**src/rtl/wordline_pkg.sv**
```systemverilog
// ---------------------------------------------------------------------------
// wordline_pkg
//   Shared constants and types for the wordline decoder/encoder pair.
//   Used by the 6-to-64 wordline decoder and by wordline_encoder_64to6.
//
//   N_LINES   : number of wordlines (64 only)
//   IDX_W     : index width, log2(N_LINES)
//   GROUP_W   : wordlines per first-level priority group
//   N_GROUPS  : number of first-level groups
//   GRP_IDX_W : index width inside one group
// ---------------------------------------------------------------------------
package wordline_pkg;

    localparam int N_LINES   = 64;
    localparam int IDX_W     = 6;
    localparam int GROUP_W   = 8;
    localparam int N_GROUPS  = N_LINES / GROUP_W;
    localparam int GRP_IDX_W = 3;

    typedef logic [N_LINES-1:0]   wl_t;
    typedef logic [IDX_W-1:0]     idx_t;
    typedef logic [GRP_IDX_W-1:0] grp_idx_t;

endpackage : wordline_pkg

```
**src/rtl/encoder_8to3.sv**
```systemverilog
// ---------------------------------------------------------------------------
// encoder_8to3
//   Combinational 8-to-3 priority encoder, lowest set bit wins.
//
//   Ports:
//     lines  in   8  input lines; bit i asserted => candidate index i
//     idx    out  3  index of the lowest set bit (0 when no bit is set)
//     any    out  1  at least one line set
//     multi  out  1  more than one line set
// ---------------------------------------------------------------------------
module encoder_8to3
    import wordline_pkg::*;
(
    input  logic [GROUP_W-1:0]   lines,
    output logic [GRP_IDX_W-1:0] idx,
    output logic                 any,
    output logic                 multi
);

    // Scanning from the top down lets the lowest set bit overwrite any
    // higher one, which gives lowest-index priority without a chain of ifs.
    always_comb begin
        idx = '0;
        for (int i = GROUP_W - 1; i >= 0; i--) begin
            if (lines[i]) begin
                idx = GRP_IDX_W'(i);
            end
        end
    end

    assign any   = |lines;

    // Clearing the lowest set bit leaves something only if two or more were set.
    assign multi = |(lines & (lines - GROUP_W'(1)));

endmodule : encoder_8to3

```
**src/rtl/wordline_encoder_64to6.sv**
```systemverilog
// ---------------------------------------------------------------------------
// wordline_encoder_64to6
//   Two-stage pipelined 64-to-6 priority encoder (lowest index wins), the
//   inverse of the 6-to-64 wordline decoder. Valid/ready on both sides with
//   per-stage bubble collapse; one result per cycle, two-cycle latency.
//
//   Stage 1 splits the word into 8 groups of 8 lines and records, per group,
//   whether any line is set and the lowest set line. Stage 2 picks the lowest
//   hitting group and concatenates {group, line-in-group}.
//
//   Ports:
//     clk        in   1   clock, rising edge
//     rst_n      in   1   asynchronous active-low reset
//     in_valid   in   1   wordline valid this cycle
//     in_ready   out  1   block accepts wordline this cycle
//     wordline   in   64  input lines; bit i asserted => index i
//     out_valid  out  1   index/hit/multi_hit valid
//     out_ready  in   1   consumer accepts result this cycle
//     index      out  6   lowest set bit (0 when hit=0)
//     hit        out  1   at least one wordline bit set
//     multi_hit  out  1   more than one bit set (only with ONEHOT_CHECK_EN)
//
//   Configuration macro:
//     ONEHOT_CHECK_EN  when defined, per-group multi flags are registered and
//                      multi_hit reports any word with more than one bit set;
//                      when undefined, multi_hit is constant 0.
// ---------------------------------------------------------------------------
module wordline_encoder_64to6
    import wordline_pkg::*;
(
    input  logic               clk,
    input  logic               rst_n,
    input  logic               in_valid,
    output logic               in_ready,
    input  logic [N_LINES-1:0] wordline,
    output logic               out_valid,
    input  logic               out_ready,
    output logic [IDX_W-1:0]   index,
    output logic               hit,
    output logic               multi_hit
);

    // ------------------------------------------------------------------
    // Handshake control
    // ------------------------------------------------------------------
    logic vld_p1;
    logic vld_p2;
    logic load_p2;
    logic adv_p1;
    logic in_xfer;

    assign load_p2  = !vld_p2 || out_ready;
    assign adv_p1   = vld_p1 && load_p2;
    assign in_ready = !vld_p1 || adv_p1;
    assign in_xfer  = in_valid && in_ready;

    // ------------------------------------------------------------------
    // Stage 0 -> 1 : per-group encode of the incoming word
    // ------------------------------------------------------------------
    logic [N_GROUPS-1:0]                 grp_hit_c;
    logic [N_GROUPS-1:0][GRP_IDX_W-1:0]  grp_idx_c;
    logic [N_GROUPS-1:0]                 grp_multi_c;

    for (genvar g = 0; g < N_GROUPS; g++) begin : g_grp
        encoder_8to3 u_grp_enc (
            .lines (wordline[g*GROUP_W +: GROUP_W]),
            .idx   (grp_idx_c[g]),
            .any   (grp_hit_c[g]),
            .multi (grp_multi_c[g])
        );
    end

    logic [N_GROUPS-1:0]                 grp_hit_p1;
    logic [N_GROUPS-1:0][GRP_IDX_W-1:0]  grp_idx_p1;

    always_ff @(posedge clk or negedge rst_n) begin
        if (!rst_n) begin
            vld_p1 <= 1'b0;
        end else if (in_xfer) begin
            vld_p1 <= 1'b1;
        end else if (adv_p1) begin
            vld_p1 <= 1'b0;
        end
    end

    // Group data only matters while vld_p1 is set, so it carries no reset.
    always_ff @(posedge clk) begin
        if (in_xfer) begin
            grp_hit_p1 <= grp_hit_c;
            grp_idx_p1 <= grp_idx_c;
        end
    end

`ifdef ONEHOT_CHECK_EN
    logic [N_GROUPS-1:0] grp_multi_p1;

    always_ff @(posedge clk) begin
        if (in_xfer) begin
            grp_multi_p1 <= grp_multi_c;
        end
    end
`else
    logic unused_grp_multi;
    assign unused_grp_multi = ^grp_multi_c;
`endif

    // ------------------------------------------------------------------
    // Stage 1 -> 2 : select lowest hitting group, build final index
    // ------------------------------------------------------------------
    grp_idx_t sel_grp_c;
    logic     any_grp_c;
    logic     multi_grp_c;

    encoder_8to3 u_sel_enc (
        .lines (grp_hit_p1),
        .idx   (sel_grp_c),
        .any   (any_grp_c),
        .multi (multi_grp_c)
    );

    idx_t index_c;
    logic multi_c;

    // The mask keeps a no-hit word at index 0 regardless of group contents.
    assign index_c = any_grp_c ? {sel_grp_c, grp_idx_p1[sel_grp_c]} : '0;

`ifdef ONEHOT_CHECK_EN
    // Multiple hits either inside one group or across two or more groups.
    assign multi_c = (|grp_multi_p1) || multi_grp_c;
`else
    assign multi_c = 1'b0;

    logic unused_multi_grp;
    assign unused_multi_grp = multi_grp_c;
`endif

    idx_t index_p2;
    logic hit_p2;

    always_ff @(posedge clk or negedge rst_n) begin
        if (!rst_n) begin
            vld_p2 <= 1'b0;
        end else if (load_p2) begin
            vld_p2 <= vld_p1;
        end
    end

    // Outputs are visible to the consumer, so they are cleared on reset and
    // only change when a new result moves in; a stall leaves them untouched.
    always_ff @(posedge clk or negedge rst_n) begin
        if (!rst_n) begin
            index_p2 <= '0;
            hit_p2   <= 1'b0;
        end else if (adv_p1) begin
            index_p2 <= index_c;
            hit_p2   <= any_grp_c;
        end
    end

`ifdef ONEHOT_CHECK_EN
    logic multi_p2;

    always_ff @(posedge clk or negedge rst_n) begin
        if (!rst_n) begin
            multi_p2 <= 1'b0;
        end else if (adv_p1) begin
            multi_p2 <= multi_c;
        end
    end

    assign multi_hit = multi_p2;
`else
    logic unused_multi_c;
    assign unused_multi_c = multi_c;

    assign multi_hit = 1'b0;
`endif

    // ------------------------------------------------------------------
    // Stage 2 : outputs
    // ------------------------------------------------------------------
    assign out_valid = vld_p2;
    assign index     = index_p2;
    assign hit       = hit_p2;

endmodule : wordline_encoder_64to6

```
**config.mk**
```make
export PLATFORM = sky130hd
export DESIGN_NAME = wordline_encoder_64to6
export DESIGN_NICKNAME = d
export VERILOG_FILES = /design/src/rtl/wordline_pkg.sv /design/src/rtl/encoder_8to3.sv /design/src/rtl/wordline_encoder_64to6.sv
export SDC_FILE = /design/constraint.sdc
export NUM_CORES = 1
export LEC_CHECK = 0
export CELL_PAD_IN_SITES_DETAIL_PLACEMENT = 1
export CELL_PAD_IN_SITES_GLOBAL_PLACEMENT = 2
export CORE_UTILIZATION = 29
export DETAILED_ROUTE_END_ITERATION = 12
export PLACE_DENSITY = 0.88
export SYNTH_ARGS = -nofsm -noshare
export SYNTH_HDL_FRONTEND = slang
export SYNTH_SLANG_ARGS = --single-unit
```
**constraint.sdc**
```tcl
create_clock -name clk -period 5.35 [get_ports clk]
set_input_delay 1.3375 -clock clk [delete_from_list [all_inputs] [get_ports clk]]
set_output_delay 1.3375 -clock clk [all_outputs]
set_load 0.01 [all_outputs]
```
==> impl_metrics.json <==
{
  "status": "finished, final reports clean",
  "p_int_mw": 0.576,
  "synth_cells": 223,
  "synth_compound_area_frac": 0.169,
  "vias": 1959,
  "ant_nets": 0,
  "vdd_ir_drop_max_mv": 0.0903,
  "critPathSlowestCell": "clkdlybuf4s50_1",
  "whs_ns": 0.493,
  "synthAdderAreaFrac": 0,
  "critPathMostFrequentCell": "clkdlybuf4s50_1",
  "p_comb_frac": 0.177,
  "synth_area_per_cell_um2": 10.1,
  "wl_per_cell_um": 13.8,
  "hold_path_class": "flip-flop to flip-flop",
  "required_ns": 4.01,
  "max_stage_delay_ns": 0.54,
  "power_leakage_nw": 1.15,
  "cts.sinks": 41,
  "die_area_mm2": 0.00813,
  "power.density_mw_per_mm2": 233,
  "synth_top_family_by_area": "simple AND/OR/NAND/NOR gates",
  "drive_above_1_share": 0.0592,
  "grt_max_degree": 33,
  "min_period_ns": 3.82,
  "crit_chain": "clkdlybuf4s50_1, nand3b_1, clkdlybuf4s50_1",
  "diodes": 0,
  "seqPwrFrac": 0.500,
  "yosys_warnings": 0,
  "synthToLayoutAreaGrowth_pct": 42.8,
  "dp.cells": 395,
  "cts_setup_buffers": 0,
  "drtIter0Drc": 52,
  "final_cells": 403,
  "setup_tns_ns": 0,
  "antenna_found_initial": 0,
  "synth.distinct_cells": 39,
  "hold_buffers": 0,
  "cp.buffers_inverters": 2,
  "grt-ovfl-total": 0,
  "yosysSeqAreaShare": 0.526,
  "fin_util": 0.437,
  "rows": 31,
  "dp_hpwl_um": 4520,
  "htree_num_levels": 2,
  "ys_ff_latch": 41,
  "coreArea_mm2": 0.00737,
  "cp_max_fo": 3,
  "floorplan.initialDensity": 0.306,
  "cts_tree": "yes",
  "max_freq_mhz": 262,
  "dp_slack_ns": 1.52,
  "grt_pass1_wl_um": 9570,
  "syn-cell-area_mm2": 0.00225,
  "p_sw_frac": 0.231,
  "synth_xor_area_frac": 0,
  "grt_util_all_layers": 0.144,
  "slew_viol_final": 0,
  "finClkSkew_ns": 0.00732,
  "cts_root_buffer": "clkbuf_8",
  "ctsResizeCount": 0,
  "p_sw_mw": 0.173,
  "firstDrtPassIters": 4,
  "worstSkewPairLatency_ns": 0.29,
  "cts_buffers": 5,
  "nNetsFinal": 371,
  "cpLargestDelayFamily": "buffers and inverters",
  "grt_pass1_vias": 2107,
  "ios": 78,
  "syn-num-nets": 291,
  "rsz0062_at_grt": "no",
  "die_x_um": 90.2,
  "setup_viol": 0,
  "startpoint_type": "primary input",
  "layout_common_cells": "76 x clkdlybuf4s50_1, 32 x edfxtp_1, 25 x nor3_1, 20 x nor2_1, 19 x inv_1",
  "dieHeight_um": 90.2,
  "cp-end-kind": "output pin",
  "cap_violations": 0,
  "gp_congestion": 0.736,
  "hold_violations": 0,
  "crit_type": "primary input to output pin",
  "clk_pin_slew_ns": 0.08,
  "numPortBuffers": 76,
  "crit_arrival_ns": 2.49,
  "vias_per_cell": 4.86,
  "layout.cells.most_common": "clkdlybuf4s50_1",
  "wirelength_um": 5550,
  "drc_errors": 0,
  "clkPwrFrac": 0.323,
  "synthMuxAreaShare": 0.00499,
  "fin_crit_sh": 0.715,
  "finalWorstSetupSlack_ns": 1.53,
  "synth-simple-area-share": 0.250,
  "clockBufferDepth": 2
}
kinds of logic after synthesis:
| logic type | after synthesis |
|---|---|
| AND/OR/NAND/NOR | 104 |
| AO/OA/AOI/OAI | 53 |
| flip-flops | 41 |
| buffers and inverters | 23 |
| multiplexers | 1 |
| other | 1 |
worst register-to-register path: stages (launching register included):
cell      delay, ns
edfxtp_1       0.52
or4_4          0.59
nor2b_4        0.22
nand2_2        0.09
a211oi_1       0.27
o31ai_1        0.11
synthesized netlist by cell type (all sizes together):
library cell  count  area share
a31oi             1      0.0028
buf               3       0.013
nor4b             2      0.0078
mux2              1      0.0050
o21ai             1      0.0022
dfrtp             9        0.10
or2               1      0.0028
o22ai             1      0.0055
or4               2      0.0083
a21o              1      0.0033
a21oi            18       0.040
o31ai             6       0.020
edfxtp           32        0.43
o21bai            9       0.030
nor4             16       0.044
nor3b             6       0.020
a22o              1      0.0039
nand3b            1      0.0033
nand2b            4       0.011
o21a              2      0.0072
nor3             25       0.055
nor2             20       0.033
a32o              1      0.0044
nand2            15       0.027
o221a             2       0.010
clkbuf            1      0.0033
conb              1      0.0017
o31a              2      0.0078
o311ai            1      0.0039
a211oi            6       0.020
and2              1      0.0028
nor2b            11       0.034
o211a             1      0.0078
inv              19       0.032
layer usage:
| metal | track usage | vias up | wire length (um) |
|---|---|---|---|
| li1 | - | 993 | - |
| met1 | 0.182 | 915 | 2660 |
| met2 | 0.247 | 44 | 2620 |
| met3 | 0.0245 | 7 | 184 |
| met4 | 0.0484 | 0 | 77 |
| met5 | 0 | - | 0 |
power by group through the flow:
stage / clock network (mW) / registers [mW] / logic (mW)
floorplan: 0 / 0.381 / 0.0442
global placement: 0 / 0.381 / 0.129
detailed placement: 0 / 0.382 / 0.134
CTS: 0.245 / 0.375 / 0.134
global route: 0.256 / 0.377 / 0.146
finish: 0.242 / 0.375 / 0.132
through the flow:
step	power, mW	cell area [um^2]
CTS	0.754	3220
floorplan	0.426	2250
finish	0.749	3220
global route	0.778	3220
detailed placement	0.516	3110
global placement	0.510	3110
final timing paths:
check / start / endpoint / slack, ns / cells after the start
worst max-delay path: out_ready / in_ready / 1.53 / 3
worst min-delay path: hit$_DFFE_PN0P_ / hit$_DFFE_PN0P_ / 0.49 / 1
worst max register to register: grp_hit_p1[0]$_DFFE_PP_ / index[0]$_DFFE_PN0P_ / 3.45 / 5
worst min register to register: hit$_DFFE_PN0P_ / hit$_DFFE_PN0P_ / 0.49 / 1
max in group asynchronous: rst_n / hit$_DFFE_PN0P_ / 3.72 / 1
min in group asynchronous: rst_n / out_valid$_DFFE_PN0P_ / 1.34 / 1
final cells by class:
type / count / area, um^2
repair buffers: 77 / 768
inverters: 19 / 71.3
well taps: 99 / 124
clock buffers: 8 / 111
multi-input cells: 159 / 960
fillers: 848 / 4150
flip-flops and latches: 41 / 1190
state kept, by name, indices dropped and copies added, names as in the netlist:
register	cells
out_valid	1
hit	1
grp_idx_p1	24
vld_p1	1
grp_hit_p1	8
index	6
No activity file was read; power rests on OpenSTA's default activity.
